<file path="src/rtl/serial_link_floo_multi_chan_bridge.sv">
// Multiplexes NumChan NoC flit channels onto one AXIS link and back.
// Ports: clk_i/rst_ni; chan_*_i/_o flit channels; axis_out_*/axis_in_*
// links; err_cnt_o counts inbound beats whose header names no channel.

// Default AXIS bundle, sized for NumChan=3 / FlitWidth=64
// (tdata = 64-bit flit + 2-bit header). Custom types must carry
// the same field names (t.data, t.strb, ..., tvalid / tready).
typedef struct packed {
  logic [65:0] data;
  logic [8:0]  strb;
  logic [8:0]  keep;
  logic        last;
  logic [7:0]  id;
  logic [7:0]  dest;
  logic [7:0]  user;
} floo_axis_t;

typedef struct packed {
  floo_axis_t t;
  logic       tvalid;
} floo_axis_req_t;

typedef struct packed {
  logic tready;
} floo_axis_rsp_t;

module serial_link_floo_multi_chan_bridge #(
  parameter int unsigned NumChan   = 3,
  parameter int unsigned FlitWidth = 64,
  parameter int unsigned MaxBurst  = 4,
  parameter int unsigned FifoDepth = 2,
  parameter logic [NumChan-1:0][63:0] ChanStrb = '1,
  parameter bit IgnoreAssert = 1'b0,
  parameter type axis_req_t = floo_axis_req_t,
  parameter type axis_rsp_t = floo_axis_rsp_t
) (
  input  logic clk_i,
  input  logic rst_ni,
  input  logic [NumChan-1:0] chan_valid_i,
  output logic [NumChan-1:0] chan_ready_o,
  input  logic [NumChan-1:0][FlitWidth-1:0] chan_data_i,
  output logic [NumChan-1:0] chan_valid_o,
  input  logic [NumChan-1:0] chan_ready_i,
  output logic [NumChan-1:0][FlitWidth-1:0] chan_data_o,
  output axis_req_t axis_out_req_o,
  input  axis_rsp_t axis_out_rsp_i,
  input  axis_req_t axis_in_req_i,
  output axis_rsp_t axis_in_rsp_o,
  output logic [15:0] err_cnt_o
);

  localparam int unsigned HdrW =
    (NumChan > 1) ? $clog2(NumChan) : 1;
  localparam int unsigned DataW = FlitWidth + HdrW;
  localparam int unsigned StrbW = (DataW + 7) / 8;
  localparam int unsigned PtrW =
    (FifoDepth > 1) ? $clog2(FifoDepth) : 1;
  localparam int unsigned CntW = $clog2(FifoDepth + 1);

  typedef logic [HdrW-1:0] idx_t;
  typedef logic [PtrW-1:0] ptr_t;

  localparam idx_t LastIdx = idx_t'(NumChan - 1);
  localparam ptr_t LastPtr = ptr_t'(FifoDepth - 1);
  localparam logic [7:0] BurstMax = 8'(MaxBurst);
  localparam logic [HdrW:0] ChanLim = (HdrW+1)'(NumChan);
  localparam logic [CntW-1:0] Full = CntW'(FifoDepth);

  typedef enum logic {IDLE, LOCK} state_e;

  function automatic idx_t nxt_idx(input idx_t i);
    return (i == LastIdx) ? '0 : i + idx_t'(1);
  endfunction

  function automatic ptr_t nxt_ptr(input ptr_t p);
    return (p == LastPtr) ? '0 : p + ptr_t'(1);
  endfunction

  state_e state_q, state_d;
  idx_t sel_q, sel_d, ptr_q, ptr_d, sel;
  logic [7:0] cnt_q, cnt_d;
  logic any_vld, fwd_vld;
  logic [DataW-1:0] fwd_data;

  logic [DataW-1:0] mem_q [FifoDepth];
  ptr_t wr_q, rd_q;
  logic [CntW-1:0] fcnt_q;
  logic out_vld, push, pop, fifo_rdy;
  logic [DataW-1:0] head;

  logic [15:0] err_cnt_q;
  idx_t in_hdr;
  logic in_legal;

  // Round-robin pick: first valid channel at or after ptr_q.
  always_comb begin
    int unsigned c;
    sel = ptr_q;
    any_vld = 1'b0;
    c = 0;
    for (int unsigned k = 0; k < NumChan; k++) begin
      c = 32'(ptr_q) + k;
      if (c >= NumChan) c = c - NumChan;
      if (!any_vld && chan_valid_i[c]) begin
        any_vld = 1'b1;
        sel = idx_t'(c);
      end
    end
  end

  always_comb begin
    state_d = state_q;
    sel_d = sel_q;
    ptr_d = ptr_q;
    cnt_d = cnt_q;
    fwd_vld = 1'b0;
    fwd_data = '0;
    chan_ready_o = '0;
    unique case (state_q)
      IDLE: begin
        if (any_vld) begin
          fwd_vld = 1'b1;
          fwd_data = {chan_data_i[sel], sel};
          chan_ready_o[sel] = fifo_rdy;
          if (fifo_rdy && MaxBurst == 1) begin
            ptr_d = nxt_idx(sel);
          end else begin
            state_d = LOCK;
            sel_d = sel;
            cnt_d = fifo_rdy ? 8'd1 : 8'd0;
          end
        end
      end
      LOCK: begin
        // A dropped valid ends the burst with a bubble cycle.
        if (!chan_valid_i[sel_q]) begin
          state_d = IDLE;
          ptr_d = nxt_idx(sel_q);
        end else begin
          fwd_vld = 1'b1;
          fwd_data = {chan_data_i[sel_q], sel_q};
          chan_ready_o[sel_q] = fifo_rdy;
          if (fifo_rdy) begin
            cnt_d = cnt_q + 8'd1;
            if (cnt_d == BurstMax) begin
              state_d = IDLE;
              ptr_d = nxt_idx(sel_q);
            end
          end
        end
      end
      default: state_d = IDLE;
    endcase
  end

  always_ff @(posedge clk_i or negedge rst_ni) begin
    if (!rst_ni) begin
      state_q <= IDLE;
      sel_q <= '0;
      ptr_q <= '0;
      cnt_q <= '0;
    end else begin
      state_q <= state_d;
      sel_q <= sel_d;
      ptr_q <= ptr_d;
      cnt_q <= cnt_d;
    end
  end

  // Outbound FIFO; a full FIFO still accepts when the head leaves.
  // Held in reset, nothing is accepted so no beat is silently lost.
  assign out_vld = (fcnt_q != '0);
  assign pop = out_vld && axis_out_rsp_i.tready;
  assign fifo_rdy = rst_ni && ((fcnt_q != Full) || pop);
  assign push = fwd_vld && fifo_rdy;
  assign head = mem_q[rd_q];

  always_ff @(posedge clk_i or negedge rst_ni) begin
    if (!rst_ni) begin
      wr_q <= '0;
      rd_q <= '0;
      fcnt_q <= '0;
    end else begin
      if (push) wr_q <= nxt_ptr(wr_q);
      if (pop) rd_q <= nxt_ptr(rd_q);
      unique case ({push, pop})
        2'b10: fcnt_q <= fcnt_q + CntW'(1);
        2'b01: fcnt_q <= fcnt_q - CntW'(1);
        default: fcnt_q <= fcnt_q;
      endcase
    end
  end

  always_ff @(posedge clk_i) begin
    if (push) mem_q[wr_q] <= fwd_data;
  end

  always_comb begin
    axis_out_req_o = '0;
    axis_out_req_o.tvalid = out_vld;
    if (out_vld) begin
      axis_out_req_o.t.data = head;
      for (int unsigned k = 0; k < NumChan; k++) begin
        if (head[HdrW-1:0] == idx_t'(k)) begin
          axis_out_req_o.t.strb = ChanStrb[k][StrbW-1:0];
        end
      end
    end
  end

  // Inbound demux is purely combinational.
  assign in_hdr = axis_in_req_i.t.data[HdrW-1:0];
  assign in_legal = ({1'b0, in_hdr} < ChanLim);

  always_comb begin
    chan_valid_o = '0;
    axis_in_rsp_o = '0;
    axis_in_rsp_o.tready = 1'b1;
    for (int unsigned k = 0; k < NumChan; k++) begin
      chan_data_o[k] =
        axis_in_req_i.t.data[HdrW +: FlitWidth];
      if (in_legal && in_hdr == idx_t'(k)) begin
        chan_valid_o[k] = axis_in_req_i.tvalid;
        axis_in_rsp_o.tready = chan_ready_i[k];
      end
    end
  end

  always_ff @(posedge clk_i or negedge rst_ni) begin
    if (!rst_ni) begin
      err_cnt_q <= '0;
    end else if (axis_in_req_i.tvalid && !in_legal &&
                 err_cnt_q != 16'hFFFF) begin
      err_cnt_q <= err_cnt_q + 16'd1;
    end
  end

  assign err_cnt_o = err_cnt_q;

  logic unused_in;
  assign unused_in = ^{axis_in_req_i.t.strb,
                       axis_in_req_i.t.keep,
                       axis_in_req_i.t.last,
                       axis_in_req_i.t.id,
                       axis_in_req_i.t.dest,
                       axis_in_req_i.t.user};

  if (!IgnoreAssert) begin : g_asserts
    a_chan_range: assert property (@(posedge clk_i)
      NumChan >= 2 && NumChan <= 16);
    a_burst_range: assert property (@(posedge clk_i)
      MaxBurst >= 1 && MaxBurst <= 255);
    a_out_stable: assert property (@(posedge clk_i)
      disable iff (!rst_ni)
      axis_out_req_o.tvalid && !axis_out_rsp_i.tready
      |=> $stable(axis_out_req_o.t.data) &&
          $stable(axis_out_req_o.t.strb));
    for (genvar g = 0; g < NumChan; g++) begin : g_hold
      a_vld_hold: assert property (@(posedge clk_i)
        disable iff (!rst_ni)
        chan_valid_i[g] && !chan_ready_o[g]
        |=> chan_valid_i[g]);
    end
  end

endmodule

</file>
<file path="config.mk">
export PLATFORM = sky130hd
export DESIGN_NAME = serial_link_floo_multi_chan_bridge
export DESIGN_NICKNAME = d
export VERILOG_FILES = /design/src/rtl/serial_link_floo_multi_chan_bridge.sv
export SDC_FILE = /design/constraint.sdc
export NUM_CORES = 1
export LEC_CHECK = 0
export CORE_AREA = 2 2 244 246
export DETAILED_ROUTE_END_ITERATION = 10
export DIE_AREA = 0 0 246 248
export HOLD_SLACK_MARGIN = 0.05
export PLACE_DENSITY = 0.57
export RECOVER_POWER = 100
export SLEW_MARGIN = 20
export SYNTH_ARGS = -nofsm -noshare
export SYNTH_HDL_FRONTEND = slang
export SYNTH_SLANG_ARGS = --single-unit
</file>
<file path="constraint.sdc">
create_clock -name clk_i -period 16.95 [get_ports clk_i]
set_clock_uncertainty 0.2 [all_clocks]
set_input_delay 3.39 -clock clk_i [delete_from_list [all_inputs] [get_ports clk_i]]
set_output_delay 3.39 -clock clk_i [all_outputs]
set_load 0.02 [all_outputs]
</file>
==> impl_metrics.json <==
{
  "syn_area_per_cell_um2": 9.790,
  "hold_violations": 0,
  "crit_slowest_cell": "clkbuf_1",
  "synthArstFlopShare": 0.2000,
  "post-place-cells": 1997,
  "arrival_ns": 8.40,
  "final_cell_area_um2": 14260,
  "tns_ns": 0,
  "vias_per_cell": 4.340,
  "hold_class": "flip-flop to flip-flop",
  "min_from": "err_cnt_o[5]",
  "cts_tree": "built",
  "multiInputGateArea_um2": 4684,
  "drv_cap": 11,
  "synth_seq_cells": 165,
  "die_h_um": 248,
  "grt_busiest_layer": "met2",
  "antenna_left": 0,
  "clk_latency_ns": 0.48,
  "path_cells": "dlygate4sd3_1, mux2_1, a21oi_1, and3_1, a22o_2, clkbuf_1, a21oi_4, nor2_1, dlygate4sd3_1",
  "dpl_cell_area_um2": 13770,
  "yosysTopAreaCell": "edfxtp_1",
  "dieArea_um2": 61010,
  "cts_sinks": 165,
  "gr-usage-met2": 0.2153,
  "cp_num_cells": 9,
  "synth.most_common_cell": "buf_4",
  "path_class": "primary input to output port",
  "met3_usage": 0.04725,
  "post_cts_buffers": 0,
  "post-route-period-util": 0.7076,
  "drive_above_1_share": 0.04697,
  "wl_per_cell_um": 19.78,
  "final_cell_count_no_fill": 2031,
  "tightest_slew_ns": 4.351,
  "max-vdd-ir-drop_uv": 104.0,
  "ys.flop_type": "edfxtp_1",
  "reg2regPathDepth": 9,
  "timing.critical_path.from_type": "primary input",
  "reg2reg_from": "ptr_q[0]",
  "hold-path-endpoint": "err_cnt_o[5]",
  "crit_fanout": 44,
  "cts_made_buffers": 17,
  "synth.distinct_cells": 55,
  "grt_overflow": 0,
  "slowest_delay_ns": 2.13,
  "nFillCells": 6274,
  "r2r-end": "mem_q[1][54]",
  "synth_common_cells": "buf_4, nor2_1, mux2i_1",
  "rsz0062_at_grt": "false",
  "reg2reg_slack_ns": 8.60,
  "hold_buffers": 0,
  "ioPinCount": 636,
  "drt-initial-drc-count": 467,
  "netlist_area_um2": 11520,
  "routed_wl_um": 40160,
  "seq_area_frac_synth": 0.4157,
  "relSlewSlack": -1.900,
  "cp_common_cell": "dlygate4sd3_1",
  "rows": 89,
  "total_leakage_power_uw": 0.005577,
  "fin_crit_ns": 11.99,
  "whs_path_depth": 1,
  "p_per_area_nw_per_um2": 197.1,
  "htree_levels": 4,
  "io_buffers": 302,
  "grt_pass1_vias": 8660,
  "syn_to_final_growth_pct": 23.75,
  "status": "complete, but fails checks",
  "initial_core_util": 0.1971,
  "finalNetCount": 1562,
  "cp.required_ns": 13.36,
  "hold_ws_ns": 0.2981,
  "regArea_um2": 4798,
  "violations": "max-capacitance violations, max-slew violations",
  "dp_hpwl_um": 27700,
  "ctsRootBufferMaster": "clkbuf_16",
  "grt_antenna_before_repair": 3,
  "drv_slew": 367,
  "crit_buf_inv": 3,
  "synth.area.top_cells": "edfxtp_1, buf_4, mux2i_1, dfrtp_1, nor2_1",
  "core_um2": 58460,
  "fmax_mhz": 83.38,
  "grt_pass1_wl_um": 55610,
  "grt_util_met1": 0.1374,
  "grtUsageTotal": 0.1262,
  "clockBufferDepth": 2,
  "routabilityCongestion": 0.8009,
  "finalSetupViolCount": 0,
  "cp_top_family": "buffers and inverters",
  "cts_resized": 0,
  "die_w_um": 246,
  "synthCells": 1177,
  "synth_top_area_share": 0.3440,
  "grt_max_degree": 66,
  "drc": 0,
  "endpoint_kind": "output port",
  "vias": 8814,
  "clk_pin_slew_ns": 0.07,
  "synth_warnings": 0,
  "drt_first_pass_iters": 5,
  "synth_edf_count": 132
}
[routing by layer]
metal  wire, µm  vias to the layer above
met5         13                        -
met4       1481                        2
met3       3818                      113
met2      19320                      464
met1      15530                     4181
li1           -                     4054
[cell families (layout without fill, tap and decap cells)]
family                   after synthesis  count (layout)  share of synthesized area
AND/OR/NAND/NOR                      242             242                    0.08883
buffers and inverters                340             386                     0.1909
XOR/XNOR                              24              24                    0.01824
other                                  1              36                  0.0003255
flip-flops                           165             165                     0.4157
multiplexers                         183             183                     0.1596
adder cells (fa/ha/maj)                8               8                   0.008688
AO/OA/AOI/OAI                        214             214                     0.1177
[sequential cells by signal (all words and copies together) (netlist names)]
name and flops:
cnt_q 8, err_cnt_o 16, fcnt_q 2, mem_q 132, ptr_q 2, rd_q 1
sel_q 2, state_q 1, wr_q 1
[power by group]
| group | switching [µW] | internal (µW) |
|---|---|---|
| combinational | 1020 | 639 |
| clock | 190 | 194 |
| sequential | 93.3 | 679 |
| total | 1300 | 1510 |
[cells in the final DEF, fill, tap and decap left out, types with 4 or more instances in the layout]
master           instances
nor2_1                 180
mux2i_1                177
and3_1                   9
o221ai_1                22
a31oi_1                 44
ha_1                     8
nand4_1                  7
clkdlybuf4s50_1        202
a21oi_1                 46
dlygate4sd3_1          100
nand3_1                 10
nand2b_1                 4
conb_1                  34
inv_1                   35
inv_8                    5
clkbuf_1                10
buf_4                    7
mux2_2                   5
clkbuf_16               17
nand2_1                 14
o21ai_0                 56
dfrtp_1                 30
xnor2_1                 14
xor2_1                  10
a22oi_1                 22
edfxtp_1               132
inv_6                    5
[final cells by class]
class | instances | share of cell area
flip-flops and latches | 165 | 0.3365
multi-input cells | 705 | 0.3285
repair buffers | 319 | 0.2183
well taps | 773 | 0.06783
clock buffers | 17 | 0.02983
clock inverters | 15 | 0.009389
inverters | 35 | 0.009214
diodes | 2 | 0.0003510
[metrics by stage]
step	util	power, µW	setup slack [ns]
after global routing	0.2439	3000	4.764
after detailed placement	0.2356	2499	6.723
after floorplan	-	1881	8.441
after CTS	0.2451	2898	6.713
after global placement	0.2356	2467	6.757
final	0.2439	2811	4.956
[worst max-delay path by stage]
stage                         start               to  slack (ns)
floorplan           chan_valid_i[2]  chan_ready_o[2]        8.44
global placement    chan_valid_i[2]  chan_ready_o[1]        6.76
detailed placement  chan_valid_i[2]  chan_ready_o[1]        6.72
CTS                 chan_valid_i[2]  chan_ready_o[1]        6.71
global route        chan_valid_i[2]  chan_ready_o[2]        4.76
finish              chan_valid_i[2]  chan_ready_o[2]        4.96
Power figures use the tool's default switching activity.
